**src/rtl/arith_pipe.sv**
```systemverilog
// rtl/arith_pipe.sv - pipelined add/sub/accumulate unit with global-stall valid/ready handshake.
// Optional build macro ARITH_PIPE_SAT_EN selects saturating results instead of modulo wrap.
module arith_pipe #(
  parameter int W   = 10,
  parameter int LAT = 2
) (
  input  logic         clk,
  input  logic         rst_n,
  input  logic         in_valid,
  output logic         in_ready,
  input  logic [1:0]   op,
  input  logic [W-1:0] a,
  input  logic [W-1:0] b,
  output logic         out_valid,
  input  logic         out_ready,
  output logic [W-1:0] y,
  output logic         ovf
);

  localparam logic [1:0] OP_ADD = 2'b00;
  localparam logic [1:0] OP_SUB = 2'b01;
  localparam logic [1:0] OP_ACC = 2'b10;
  localparam logic [1:0] OP_CLR = 2'b11;

  logic [LAT-1:0]        r_vld;
  logic [LAT-1:0][W-1:0] r_y;
  logic [LAT-1:0]        r_ovf;
  logic [W-1:0]          r_acc;

  logic         w_advance;
  logic         w_accept;
  logic [W:0]   w_sum;
  logic [W:0]   w_diff;
  logic [W:0]   w_acc_sum;
  logic [W-1:0] w_res;
  logic         w_res_ovf;
  logic         w_acc_wr;

  // One stall signal freezes every stage, so bubbles are kept in place.
  assign w_advance = !r_vld[LAT-1] || out_ready;
  assign in_ready  = rst_n && w_advance;
  assign w_accept  = in_valid && in_ready;

  assign w_sum     = {1'b0, a} + {1'b0, b};
  assign w_diff    = {1'b0, a} - {1'b0, b};
  assign w_acc_sum = {1'b0, r_acc} + {1'b0, a};
  assign w_acc_wr  = w_accept && (op == OP_ACC || op == OP_CLR);

  always_comb begin
    w_res     = '0;
    w_res_ovf = 1'b0;
    case (op)
      OP_ADD: begin
        w_res_ovf = w_sum[W];
`ifdef ARITH_PIPE_SAT_EN
        w_res     = w_sum[W] ? {W{1'b1}} : w_sum[W-1:0];
`else
        w_res     = w_sum[W-1:0];
`endif
      end
      OP_SUB: begin
        // The extra top bit of the W+1 difference is the unsigned borrow (a < b).
        w_res_ovf = w_diff[W];
`ifdef ARITH_PIPE_SAT_EN
        w_res     = w_diff[W] ? '0 : w_diff[W-1:0];
`else
        w_res     = w_diff[W-1:0];
`endif
      end
      OP_ACC: begin
        w_res_ovf = w_acc_sum[W];
`ifdef ARITH_PIPE_SAT_EN
        w_res     = w_acc_sum[W] ? {W{1'b1}} : w_acc_sum[W-1:0];
`else
        w_res     = w_acc_sum[W-1:0];
`endif
      end
      default: begin
        w_res     = '0;
        w_res_ovf = 1'b0;
      end
    endcase
  end

  always_ff @(posedge clk or negedge rst_n) begin
    if (!rst_n) begin
      r_acc <= '0;
    end else if (w_acc_wr) begin
      r_acc <= w_res;
    end
  end

  always_ff @(posedge clk or negedge rst_n) begin
    if (!rst_n) begin
      r_vld <= '0;
      r_y   <= '0;
      r_ovf <= '0;
    end else if (w_advance) begin
      r_vld[0] <= w_accept;
      r_y[0]   <= w_res;
      r_ovf[0] <= w_res_ovf;
      for (int i = 1; i < LAT; i++) begin
        r_vld[i] <= r_vld[i-1];
        r_y[i]   <= r_y[i-1];
        r_ovf[i] <= r_ovf[i-1];
      end
    end
  end

  assign out_valid = r_vld[LAT-1];
  assign y         = r_y[LAT-1];
  assign ovf       = r_ovf[LAT-1];

endmodule

```
**config.mk**
```make
export PLATFORM = sky130hd
export DESIGN_NAME = arith_pipe
export DESIGN_NICKNAME = d
export VERILOG_FILES = /design/src/rtl/arith_pipe.sv
export SDC_FILE = /design/constraint.sdc
export NUM_CORES = 1
export LEC_CHECK = 0
export CORE_MARGIN = 2
export CORE_UTILIZATION = 35
export CTS_BUF_LIST = sky130_fd_sc_hd__clkbuf_4
export CTS_CLUSTER_DIAMETER = 100
export DETAILED_ROUTE_END_ITERATION = 16
export PLACE_DENSITY = 0.6
export SYNTH_ARGS = -nofsm -noshare
export SYNTH_HDL_FRONTEND = slang
export SYNTH_SLANG_ARGS = --single-unit
```
**constraint.sdc**
```tcl
create_clock -name clk -period 3.43 [get_ports clk]
set_clock_uncertainty 0.2 [all_clocks]
set_input_delay 0.686 -clock clk [delete_from_list [all_inputs] [get_ports clk]]
set_output_delay 0.686 -clock clk [all_outputs]
set_load 0.1 [all_outputs]
```
* Word-level counts from Yosys, hierarchy flattened
Index checks and enable logic that the tools add are counted.
** Storage, ports and cells
- Register bits after elaboration :: 34
- Input bits :: 26
- Output and inout port bits :: 13
- Word-level logic and storage cells :: 20
** Cells by class
- $add $sub $neg :: 3
- Eq/ne operators :: 3
- Multiplexer cells :: 2
- Reductions and logical operators :: 7
** Operator list (count)
- 10-bit one-hot mux with 3 select lines :: 1
- 10-bit by 10-bit adder with 11-bit output :: 2
- 10-bit by 10-bit subtractor with 11-bit output :: 1
- 2-bit equality test (second input constant) :: 2
- 1-bit logical AND :: 3
- 1-bit one-hot mux with 3 select lines :: 1
- 2-bit by 1-bit equality test with 1-bit output (second input constant) :: 1
- 2-bit zero test :: 1
- 1-bit logical OR :: 2
- 1-bit zero test :: 1

* Logic depth before layout (Yosys ltp)
- Depth after elaboration :: 5
- Depth in mapped cells :: 10
- Mapped depth without buffers :: 10

* Worst setup path before layout
OpenSTA, ideal clock, no wires.
- Path kind :: reg2out
- Start point :: register r_vld[1]
- End point :: output port in_ready
- Data arrival time :: 2.195 ns
- Data required time :: 2.544 ns
- Slack :: 0.349 ns
- Cell stages (with the launch flop) :: 5
- Path buffers :: 2
- Cells stage by stage :: dfrtp_1 -> nand2b_1 -> clkbuf_1 -> clkbuf_1 -> and2_1
** Between the ends
- Cells in the longest elaborated chain, start to end :: 3
** Ends and longest elaborated chain
- start, declared :: RTL line 25 : logic [LAT-1:0] r_vld;
- start signal, assigned by index :: RTL line 103 : r_vld[i] <= r_vld[i-1];
- 1-bit zero test :: RTL line 40 : assign w_advance = !r_vld[LAT-1] || out_ready;
- 1-bit logical OR :: RTL line 40
- 1-bit logical AND :: RTL line 41 : assign in_ready = rst_n && w_advance;
- end, declared :: RTL line 10 : output logic in_ready,
Every way passes these cells.

* Worst setup path in the final report
- Start point :: input port a[1]
- End point :: register r_y[9] (netlist bit)
** Between the ends
- Cells in the longest elaborated chain, start to end :: 2
- Elaborated cells between the ends (all ways) :: 4
- Classes of those cells :: 3 x add/sub; 1 x mux
** Ends and longest elaborated chain
- start, declared :: RTL line 12 : input logic [W-1:0] a,
- 10-bit by 10-bit adder with 11-bit output, or another cell as far along :: RTL line 46 : assign w_acc_sum = {1'b0, r_acc} + {1'b0, a};
- 10-bit one-hot mux with 3 select lines * :: RTL line 52 : case (op)
- end signal, assigned by index :: RTL line 104 : r_y[i] <= r_y[i-1];
- end, declared :: RTL line 26 : logic [LAT-1:0][W-1:0] r_y;
Every way passes the cells marked *; elsewhere a longest branch is shown, timed or not.
A chain may end at the register's enable or synchronous reset.

==> out/metrics.csv <==
stage,metric,value,unit
clock_network,post_cts_buffers,0,
finish,fin_nets,425,
clock_network,cts.sinks,34,
finish,mostFrequentLayoutCell,nand2_1,
detailed_routing,drc,0,
detailed_routing,post_drt_wl_per_cell,13.30,um
placement,dp_hpwl,4859,um
critical_path,critPathLaunchType,primary input,
finish,register_area,850.8,um^2
clock_network,cts_made_buffers,5,
finish,final_cell_mix,"58 x nand2_1, 34 x dfrtp_1, 30 x ha_1",
detailed_routing,drt_iter0_drc,117,
clock_network,cts.repair.resized,0,
finish,drive_gt1_share,11.44,%
floorplanning,initial_core_util,36.12,%
power,p_leak,1.553,nW
critical_path,cp.required,3.49,ns
synthesis,synth_flop_cell,dfrtp_1,
finish,nFillCells,788,
sta,tns,0,ns
clock_network,cts_buffer_depth,2,
critical_path,r2r_slack,1.03,ns
critical_path,setup.worst_path.class,primary input to flip-flop,
global_routing,grt_max_degree,36,
synthesis,syn_nets,395,
critical_path,max_stage_delay,0.49,ns
global_routing,grt_pass1_wl,10580,um
sta,hold_viol_final,0,
critical_path,end_kind,flip-flop,
hold_path,min_path_type,flip-flop to flip-flop,
synthesis,synth_top_family_by_area,compound AO/OA/AOI/OAI gates,
global_routing,grt_antenna_before_repair,0,
clock_network,root_buffer,clkbuf_4,
detailed_routing,first_pass_iters,4,
sta,setup_ws,0.4017,ns
synthesis,synth_compound_area_share,21.07,%
detailed_routing,avgViaCountPerCell,4.959,
synthesis,synth_async_sr_flop_share,100.0,%
clock_network,postCtsHoldBufs,0,
synthesis,synth-seq-area-share,30.48,%
critical_path,critPathMaxFanout,4,
synthesis,synthXorXnorAreaFrac,4.393,%
finish,utilization,42.41,%
synthesis,synthAdderAreaFrac,15.60,%
synthesis,yosysWarnings,0,
finish,final_area,3277,um^2
placement,io_buffers,38,
placement,dp.cells,461,
finish,multi_input_area,1712,um^2
sta,finalSetupViolCount,0,
power,p_per_area,501.1,nW/um^2
power,ir_drop,0.1347,mV
critical_path,critical_path.cell_chain,"clkdlybuf4s50_1, ha_1, nand2b_1, a221oi_2, o21ai_1, a2111oi_1, o41ai_1, xnor2_1, o31ai_2",
floorplanning,die_h,93.31,um
synthesis,synth.area.mux_share,1.883,%
critical_path,cp_slowest_cell,clkdlybuf4s50_1,
detailed_routing,ant_nets,0,
sta,maxSlewHeadroom,63.59,%
finish,antennaDiodeCount,0,
clock_network,clk_pin_slew,0.11,ns
synthesis,syn_area,2791,um^2
detailed_routing,routed_wirelength,6238,um
critical_path,r2r_end,r_y[7]$_DFFE_PN0N_,
critical_path,critical_path_arrival,3.08,ns
flow_run,cap_viol_max_count,0,
global_routing,grt-ovfl-total,0,
synthesis,synth_cell_types,53,
sta,period_share,88.29,%
sta,worstMarginPinSlew,0.5437,ns
critical_path,worstReg2RegStart,r_acc[1]$_DFFE_PN0P_,
global_routing,grt.total_usage,15.23,%
outcome,status,"finished, final reports clean",
detailed_routing,num_vias,2326,
floorplanning,die-area,8706,um^2
critical_path,endpoint,r_y[9]$_DFFE_PN0N_,
synthesis,synth-simple-area-share,18.29,%
sta,max_freq,0.3302,GHz
clock_network,insertion_delay,0.34,ns
sta,holdWs,0.2651,ns
placement,finalWeightedCongestion,0.8622,
sta,rsz0062_at_grt,no,
placement,pre_cts_ws,0.06530,ns
sta,drv_slew,0,
floorplanning,fp.dieW,93.31,um
clock_network,htree_num_levels,2,
clock_network,tritoncts,yes,
finish,instances_no_fill,469,
synthesis,syn_area_per_cell,8.308,um^2
global_routing,grt_pass1_vias,2213,
synthesis,synth-edff-count,0,
floorplanning,row_count,32,
power,total_power,1.642,mW
critical_path,reg2regPathDepth,8,
placement,place_area,3223,um^2
sta,finalCriticalPeriod,3.028,ns
critical_path,startpoint,a[1],
floorplanning,pin_count,39,
floorplanning,core-area,7727,um^2
synthesis,syn_inst,336,
synthesis,ys_seq_elements,34,
finish,areaGrowthSynthToFinish,17.39,%
[cell families (layout without fill, tap and decap cells)]
family,count (synthesis),in the layout
and+or+nand+nor,112,112
AOI/OAI and AO/OA,88,88
xor gates and xnor gates,14,14
adders and majority gates,33,33
buffers and inverters,50,81
muxes,5,5
DFF,34,34
[worst max-delay path, delay by kind of cell]
family                   cells  cell delay (ns)
XOR/XNOR                     1             0.16
buffers and inverters        1             0.49
AND/OR/NAND/NOR              1             0.18
adder cells (fa/ha/maj)      1             0.33
AO/OA/AOI/OAI                5             1.22
[cell usage after synthesis (3+ instances only)]
cell type | instances | area (um^2)
clkbuf_1 | 12 | 45.04
o21a_1 | 7 | 52.55
nor2_1 | 18 | 67.56
nand2b_1 | 13 | 81.33
inv_1 | 22 | 82.58
nand2_1 | 58 | 217.7
fa_1 | 3 | 60.06
o211ai_1 | 3 | 22.52
xnor2_1 | 8 | 70.07
mux2i_1 | 3 | 30.03
nor2b_1 | 8 | 50.05
xor2_1 | 6 | 52.55
o21ai_1 | 17 | 85.08
a31oi_1 | 5 | 31.28
a21oi_1 | 19 | 95.09
ha_1 | 30 | 375.4
nand3_1 | 5 | 25.02
buf_4 | 11 | 82.58
dfrtp_1 | 34 | 850.8
o221ai_1 | 3 | 26.28
o21ai_0 | 9 | 45.04
[final cells by class]
| type | count | area share, % |
|---|---|---|
| clock inverter | 2 | 0.2673 |
| tap | 102 | 3.895 |
| timing repair buffer | 49 | 13.52 |
| multi-input combinational | 252 | 52.23 |
| inverter | 24 | 2.749 |
| clock buffer | 6 | 1.375 |
| sequential | 34 | 25.96 |
[flip-flops by register name, indices dropped and copies added, names as in the netlist]
name,count
r_acc,10
r_y,10
y,10
r_ovf,2
r_vld,2
[where the power goes]
part	switching [mW]	leakage (nW)	internal [mW]
clock network	0.136	0.0331	0.0849
logic	0.576	1.09	0.294
registers	0.0562	0.430	0.495
total	0.768	1.55	0.874
[layer usage]
layer | track usage, % | up-vias | share of wire, %
met5 | 0 | - | 0
met4 | 4.167 | 0 | 1.0
met3 | 2.337 | 7 | 4.2
met1 | 22.02 | 1056 | 52
met2 | 23.62 | 54 | 43
li1 | - | 1209 | -
[worst min-delay path by stage]
stage | from | endpoint | depth (start not counted)
after floorplan | rst_n | r_acc[0]$_DFFE_PN0P_ | 0
after global placement | r_vld[0]$_DFFE_PN0N_ | r_vld[1]$_DFFE_PN0N_ | 1
after detailed placement | r_vld[0]$_DFFE_PN0N_ | r_vld[1]$_DFFE_PN0N_ | 1
after CTS | r_vld[0]$_DFFE_PN0N_ | r_vld[1]$_DFFE_PN0N_ | 1
after global routing | r_vld[0]$_DFFE_PN0N_ | r_vld[1]$_DFFE_PN0N_ | 1
final | r_vld[0]$_DFFE_PN0N_ | r_vld[1]$_DFFE_PN0N_ | 1
Note: power is estimated with default switching activity, not from simulation.
